$ cat src/rtl/mx_quant_pkg.sv
// Shared types and helpers for the MX block quantizer.
// Precision encodings map to the element bit-width P.
package mx_quant_pkg;

    typedef enum logic {
        COLLECT = 1'b0,
        EMIT    = 1'b1
    } state_e;

    localparam logic [1:0] PREC_8 = 2'd0;
    localparam logic [1:0] PREC_4 = 2'd1;
    localparam logic [1:0] PREC_2 = 2'd2;

    localparam int EXP_BIAS = 127;

    function automatic logic [3:0] prec_bits(input logic [1:0] mode);
        logic [3:0] p;
        p = 4'd8;
        unique case (mode)
            PREC_4:  p = 4'd4;
            PREC_2:  p = 4'd2;
            default: p = 4'd8;
        endcase
        return p;
    endfunction

endpackage

$ cat src/rtl/mx_elem_quant.sv
// Combinational quantiser for one element: align to the shared exponent,
// round half away from zero, saturate to P bits and apply the sign.
module mx_elem_quant #(
    parameter int M = 23
) (
    input  logic [M-1:0] mant_i,
    input  logic [7:0]   exp_i,
    input  logic         sign_i,
    input  logic [7:0]   max_exp_i,
    input  logic [3:0]   p_i,
    output logic [7:0]   elem_o,
    output logic         sat_o
);

    localparam int EW = M + 8;

    logic [7:0]    d;
    logic [9:0]    sh;
    logic [EW-1:0] ext;
    logic [EW-1:0] r;
    logic [EW-1:0] q;
    logic [7:0]    qmax;
    logic [7:0]    qc;
    logic          zero;

    always_comb begin
        d    = max_exp_i - exp_i;
        sh   = 10'(M) + 10'(d) + 10'd8 - 10'(p_i);
        // hidden 1, fraction, 2^6 headroom for P-2, one extra bit for rounding
        ext  = {1'b1, mant_i, 7'b0};
        r    = ext >> sh;
        q    = (r >> 1) + EW'(r[0]);
        qmax = 8'((9'd1 << (p_i - 4'd1)) - 9'd1);
        zero = (exp_i == 8'd0) || (10'(d) > 10'(M) + 10'(p_i));
        sat_o = !zero && (q > EW'(qmax));
        if (zero) begin
            qc = 8'd0;
        end else if (sat_o) begin
            qc = qmax;
        end else begin
            qc = q[7:0];
        end
        elem_o = sign_i ? -qc : qc;
    end

endmodule

$ cat src/rtl/mx_block_quantizer.sv
// Collects BLOCK_SIZE accumulator results and streams them out as one MX block.
// Define MX_SAT_CNT_EN to add the per-block saturation counter output sat_cnt.
module mx_block_quantizer
    import mx_quant_pkg::*;
#(
    parameter int M_out_width = 23,
    parameter int BLOCK_SIZE  = 32
) (
    input  logic                   clk_i,
    input  logic                   rst,
    input  logic                   in_valid,
    output logic                   in_ready,
    input  logic [M_out_width-1:0] in_mant,
    input  logic [7:0]             in_exp,
    input  logic                   in_sign,
    input  logic [1:0]             prec_mode,
    output logic                   out_valid,
    input  logic                   out_ready,
    output logic [7:0]             out_shared_exp,
    output logic [7:0]             out_elem,
    output logic                   out_last
`ifdef MX_SAT_CNT_EN
    ,
    output logic [$clog2(BLOCK_SIZE):0] sat_cnt
`endif
);

    localparam int IW = $clog2(BLOCK_SIZE);
    localparam logic [IW-1:0] LAST = IW'(BLOCK_SIZE - 1);

    state_e        state_q, state_d;
    logic [IW-1:0] idx_q, idx_d;
    logic [7:0]    max_q, max_d;
    logic [3:0]    p_q, p_d;

    logic                   buf_sign_q [BLOCK_SIZE];
    logic [7:0]             buf_exp_q  [BLOCK_SIZE];
    logic [M_out_width-1:0] buf_mant_q [BLOCK_SIZE];

    logic       in_fire;
    logic       out_fire;
    logic [7:0] q_elem;
    logic       unused_sat;

    assign in_fire  = in_valid && (state_q == COLLECT);
    assign out_fire = out_ready && (state_q == EMIT);

    always_comb begin
        state_d = state_q;
        idx_d   = idx_q;
        max_d   = max_q;
        p_d     = p_q;
        unique case (state_q)
            COLLECT: begin
                if (in_valid) begin
                    idx_d = idx_q + 1'b1;
                    if (in_exp > max_q) max_d = in_exp;
                    if (idx_q == '0) p_d = prec_bits(prec_mode);
                    if (idx_q == LAST) state_d = EMIT;
                end
            end
            EMIT: begin
                if (out_ready) begin
                    idx_d = idx_q + 1'b1;
                    if (idx_q == LAST) begin
                        state_d = COLLECT;
                        max_d   = '0;
                    end
                end
            end
            default: ;
        endcase
    end

    always_ff @(posedge clk_i) begin
        if (rst) begin
            state_q <= COLLECT;
            idx_q   <= '0;
            max_q   <= '0;
            p_q     <= 4'd8;
        end else begin
            state_q <= state_d;
            idx_q   <= idx_d;
            max_q   <= max_d;
            p_q     <= p_d;
        end
    end

    always_ff @(posedge clk_i) begin
        if (in_fire) begin
            buf_sign_q[idx_q] <= in_sign;
            buf_exp_q[idx_q]  <= in_exp;
            buf_mant_q[idx_q] <= in_mant;
        end
    end

    mx_elem_quant #(.M(M_out_width)) u_quant (
        .mant_i    (buf_mant_q[idx_q]),
        .exp_i     (buf_exp_q[idx_q]),
        .sign_i    (buf_sign_q[idx_q]),
        .max_exp_i (max_q),
        .p_i       (p_q),
        .elem_o    (q_elem),
        .sat_o     (unused_sat)
    );

    assign in_ready       = (state_q == COLLECT);
    assign out_valid      = (state_q == EMIT);
    assign out_last       = out_valid && (idx_q == LAST);
    assign out_shared_exp = out_valid ? max_q : 8'd0;
    assign out_elem       = out_valid ? q_elem : 8'd0;

`ifdef MX_SAT_CNT_EN
    // Only elements at the running max exponent can saturate, so the count
    // restarts whenever a larger exponent arrives.
    logic [IW:0] sat_q, sat_d;
    logic [3:0]  p_cur;
    logic        s_sat;
    logic [7:0]  unused_s_elem;

    assign p_cur = (idx_q == '0) ? prec_bits(prec_mode) : p_q;

    mx_elem_quant #(.M(M_out_width)) u_sat_probe (
        .mant_i    (in_mant),
        .exp_i     (in_exp),
        .sign_i    (1'b0),
        .max_exp_i (in_exp),
        .p_i       (p_cur),
        .elem_o    (unused_s_elem),
        .sat_o     (s_sat)
    );

    always_comb begin
        sat_d = sat_q;
        if (in_fire) begin
            if (in_exp > max_q) begin
                sat_d = {{IW{1'b0}}, s_sat};
            end else if (in_exp == max_q) begin
                sat_d = sat_q + {{IW{1'b0}}, s_sat};
            end
        end
        if (out_fire && (idx_q == LAST)) sat_d = '0;
    end

    always_ff @(posedge clk_i) begin
        if (rst) sat_q <= '0;
        else     sat_q <= sat_d;
    end

    assign sat_cnt = sat_q;
`endif

endmodule

$ cat config.mk
export PLATFORM = sky130hd
export DESIGN_NAME = mx_block_quantizer
export DESIGN_NICKNAME = d
export VERILOG_FILES = /design/src/rtl/mx_quant_pkg.sv /design/src/rtl/mx_elem_quant.sv /design/src/rtl/mx_block_quantizer.sv
export SDC_FILE = /design/constraint.sdc
export NUM_CORES = 1
export LEC_CHECK = 0
export ABC_AREA = 1
export CORE_MARGIN = 5
export CORE_UTILIZATION = 35
export DETAILED_ROUTE_END_ITERATION = 10
export PLACE_DENSITY = 0.54
export SLEW_MARGIN = 20
export SYNTH_ARGS = -nofsm -noshare
export SYNTH_HDL_FRONTEND = slang
export SYNTH_HIERARCHICAL = 1
export SYNTH_SLANG_ARGS = --single-unit
$ cat constraint.sdc
create_clock -name clk_i -period 26.1 [get_ports clk_i]
set_input_delay 5.22 -clock clk_i [delete_from_list [all_inputs] [get_ports clk_i]]
set_output_delay 5.22 -clock clk_i [all_outputs]
set_load 0.02 [all_outputs]
==> metrics.yaml <==
root_buffer: "clkbuf_16"
status: "completed"
fin_nets: 4297
fmax_ghz: 0.0554
max_stage_delay_ns: 0.81
synthCells: 4215
synth_commonest_cells: "edfxtp_1, nor2_1, nand2_1"
die_area_sq_um: 140000
met1_usage: 0.277
post-route-util: 0.396
vias: 31938
slew_violations: 0
grt_max_degree: 245
hold_path_class: "reg -> reg"
crit_arrival_ns: 12.83
maxCapViolCount: 0
first_pass_iters: 6
rows: 133
path_class: "reg -> out"
yosysTopAreaCell: "edfxtp_1"
p_leak_nw: 18.0
synth-seq-cells: 1046
setup_viol: 0
syn-cell-area_sq_um: 46500
pin_count: 57
hpwl_um: 71700
endpoint_kind: "primary output"
synthArstFlopShare: 0
cp_slowest_cell: "dfxtp_4"
die_width_um: 374
wire_per_inst_um: 22.6
numCtsBuffers: 106
layout-drive-gt1-share: 0.0822
synth_ff_type: "edfxtp_1"
syn2layout_area_growth_pct: 12.2
ir_worst_vdd_mv: 0.0619
drc: 0
grt-ovfl-total: 0
met2_usage: 0.288
synth_edf_count: 1024
rsz0062_at_grt: "false"
post-route-period-util: 0.691
wl_um: 137000
fillers: 12671
synth.area.top_cells: "edfxtp_1, nor2_1, nand2_1"
fin_setup_tns_ns: 0
stdcell_area_sq_um: 52200
yosysTopAreaCellShare: 0.661
io_buffers: 56
top_usage_layer: "met2"
avgSynthCellArea_sq_um: 11.0
cts_resized: 0
post_cts_buffers: 0
yosys_warnings: 6
power.density_nw_per_um2: 94.3
cp.required_ns: 20.88
crit_top_cell: "nand2_1"
crit_fanout: 194
first_global_vias: 29601
met3_usage: 0.0351
cts_max_path_buffers: 3
antenna_found_initial: 11
placed_cell_area_sq_um: 48900
start_kind: "flip-flop"
synth.most_common_cell: "edfxtp_1"
hold_viol: 0
clk_pin_slew_ns: 0.07
min_period_ns: 18.05
gp_congestion: 0.840
ys_types: 51
worstMarginPinSlew_ns: 1.08
fp.dieH_um: 374
cts_tree: "built"
relSlewSlack: 0.278
start_util: 0.353
clkSinkCount: 1046
grt_pass1_wl_um: 201000
drt_first_iter_violations: 3450
drt-vias-per-instance: 5.28
skew_ns: 0.0216
ys_seq_area_frac: 0.671
insertion_delay_ns: 0.69
ant_nets: 0
grtUsageTotal: 0.189
ctsHoldBuffers: 0
core_area_sq_um: 132000
htreeDepth: 3
-- through the flow --
| stage | setup slack, ns | power, mW | hold slack (ns) | cells |
|---|---|---|---|---|
| after floorplan | 12.97 | 3.08 | 0.429 | 4217 |
| after global placement | 8.82 | 3.49 | 0.450 | 5848 |
| after detailed placement | 8.70 | 3.48 | 0.453 | 5848 |
| after CTS | 7.93 | 4.93 | 0.474 | 6048 |
| after global routing | 6.82 | 5.20 | 0.499 | 6048 |
| final | 8.05 | 4.92 | 0.473 | 6052 |
-- logic make-up after synthesis --
kind of cell               count (synthesis)  synth area share
buffers and inverters                    404            0.0377
xor gates and xnor gates                  17           0.00320
AOI/OAI and AO/OA                        800             0.101
DFF                                     1046             0.671
other                                      1         0.0000807
and+or+nand+nor                         1889             0.171
adders and majority gates                 58            0.0159
-- cell usage in the layout, fill, tap and decap left out, types with 6 or more instances in the layout --
cell / synthesis / final
nand3_1: 367 / 367
clkdlybuf4s50_1: 0 / 50
o21ai_0: 419 / 419
clkinv_2: 0 / 18
o221ai_1: 32 / 32
inv_1: 135 / 134
inv_2: 11 / 11
nor2_4: 6 / 38
nand2_1: 680 / 680
clkbuf_16: 0 / 106
nor3_1: 13 / 13
buf_4: 3 / 71
a21oi_2: 6 / 6
nor2_2: 30 / 30
edfxtp_1: 1024 / 1024
buf_2: 82 / 6
clkbuf_1: 130 / 28
xor2_1: 14 / 13
a21oi_1: 113 / 113
ha_1: 56 / 56
nand3_2: 11 / 11
o211ai_1: 165 / 165
o21ai_1: 17 / 17
nor2_1: 720 / 688
nand2_2: 16 / 16
dfxtp_1: 22 / 17
clkinv_1: 5 / 34
o31ai_1: 33 / 33
nand4_1: 29 / 29
-- worst max-delay path: cells and delay by family (launching register included) --
kind,cells,cell delay (ns)
AOI/OAI and AO/OA,12,1.61
and+or+nand+nor,32,3.93
DFF,1,0.81
xor gates and xnor gates,2,0.44
buffers and inverters,8,3.02
adders and majority gates,7,2.09
-- flip-flops by register name, summed over array words and instances (netlist names), named ones only --
register    count
buf_exp_q     256
buf_mant_q    736
buf_sign_q     32
idx_q           5
max_q           8
out_valid       1
p_q             3
-- cell type report --
type / count / area, sq um / area share
diodes: 4 / 10.0 / 0.000192
clock buffers: 134 / 2760 / 0.0529
clock inverters: 66 / 523 / 0.0100
inverters: 152 / 599 / 0.0115
multi-input cells: 2767 / 13800 / 0.264
flip-flops and latches: 1046 / 31200 / 0.598
well taps: 1755 / 2200 / 0.0421
repair buffers: 128 / 1080 / 0.0208
-- routing by layer --
metal	vias up	part of all wire
met4	6	0.027
met5	-	0.00031
met1	15735	0.46
met2	1007	0.44
li1	14987	-
met3	203	0.069
-- path summary, 6_finish.rpt --
path / startpoint / endpoint / slack (ns) / cells after the start
setup / recovery: flip-flop / out_elem[6] / 8.05 / 61
hold / removal: p_q[3]$_SDFFE_PP1P_ / p_q[3]$_SDFFE_PP1P_ / 0.47 / 2
setup reg to reg: out_valid$_SDFF_PP0_ / buf_exp_q[0][4]$_DFFE_PP_ / 22.64 / 6
hold reg to reg: p_q[3]$_SDFFE_PP1P_ / p_q[3]$_SDFFE_PP1P_ / 0.47 / 2
-- power breakdown --
part           switching, mW  total, mW  internal, mW
logic                   1.15       1.60         0.452
clock network          0.650       1.45         0.801
registers             0.0103       1.87          1.86
No activity file was read; power rests on OpenSTA's default activity.
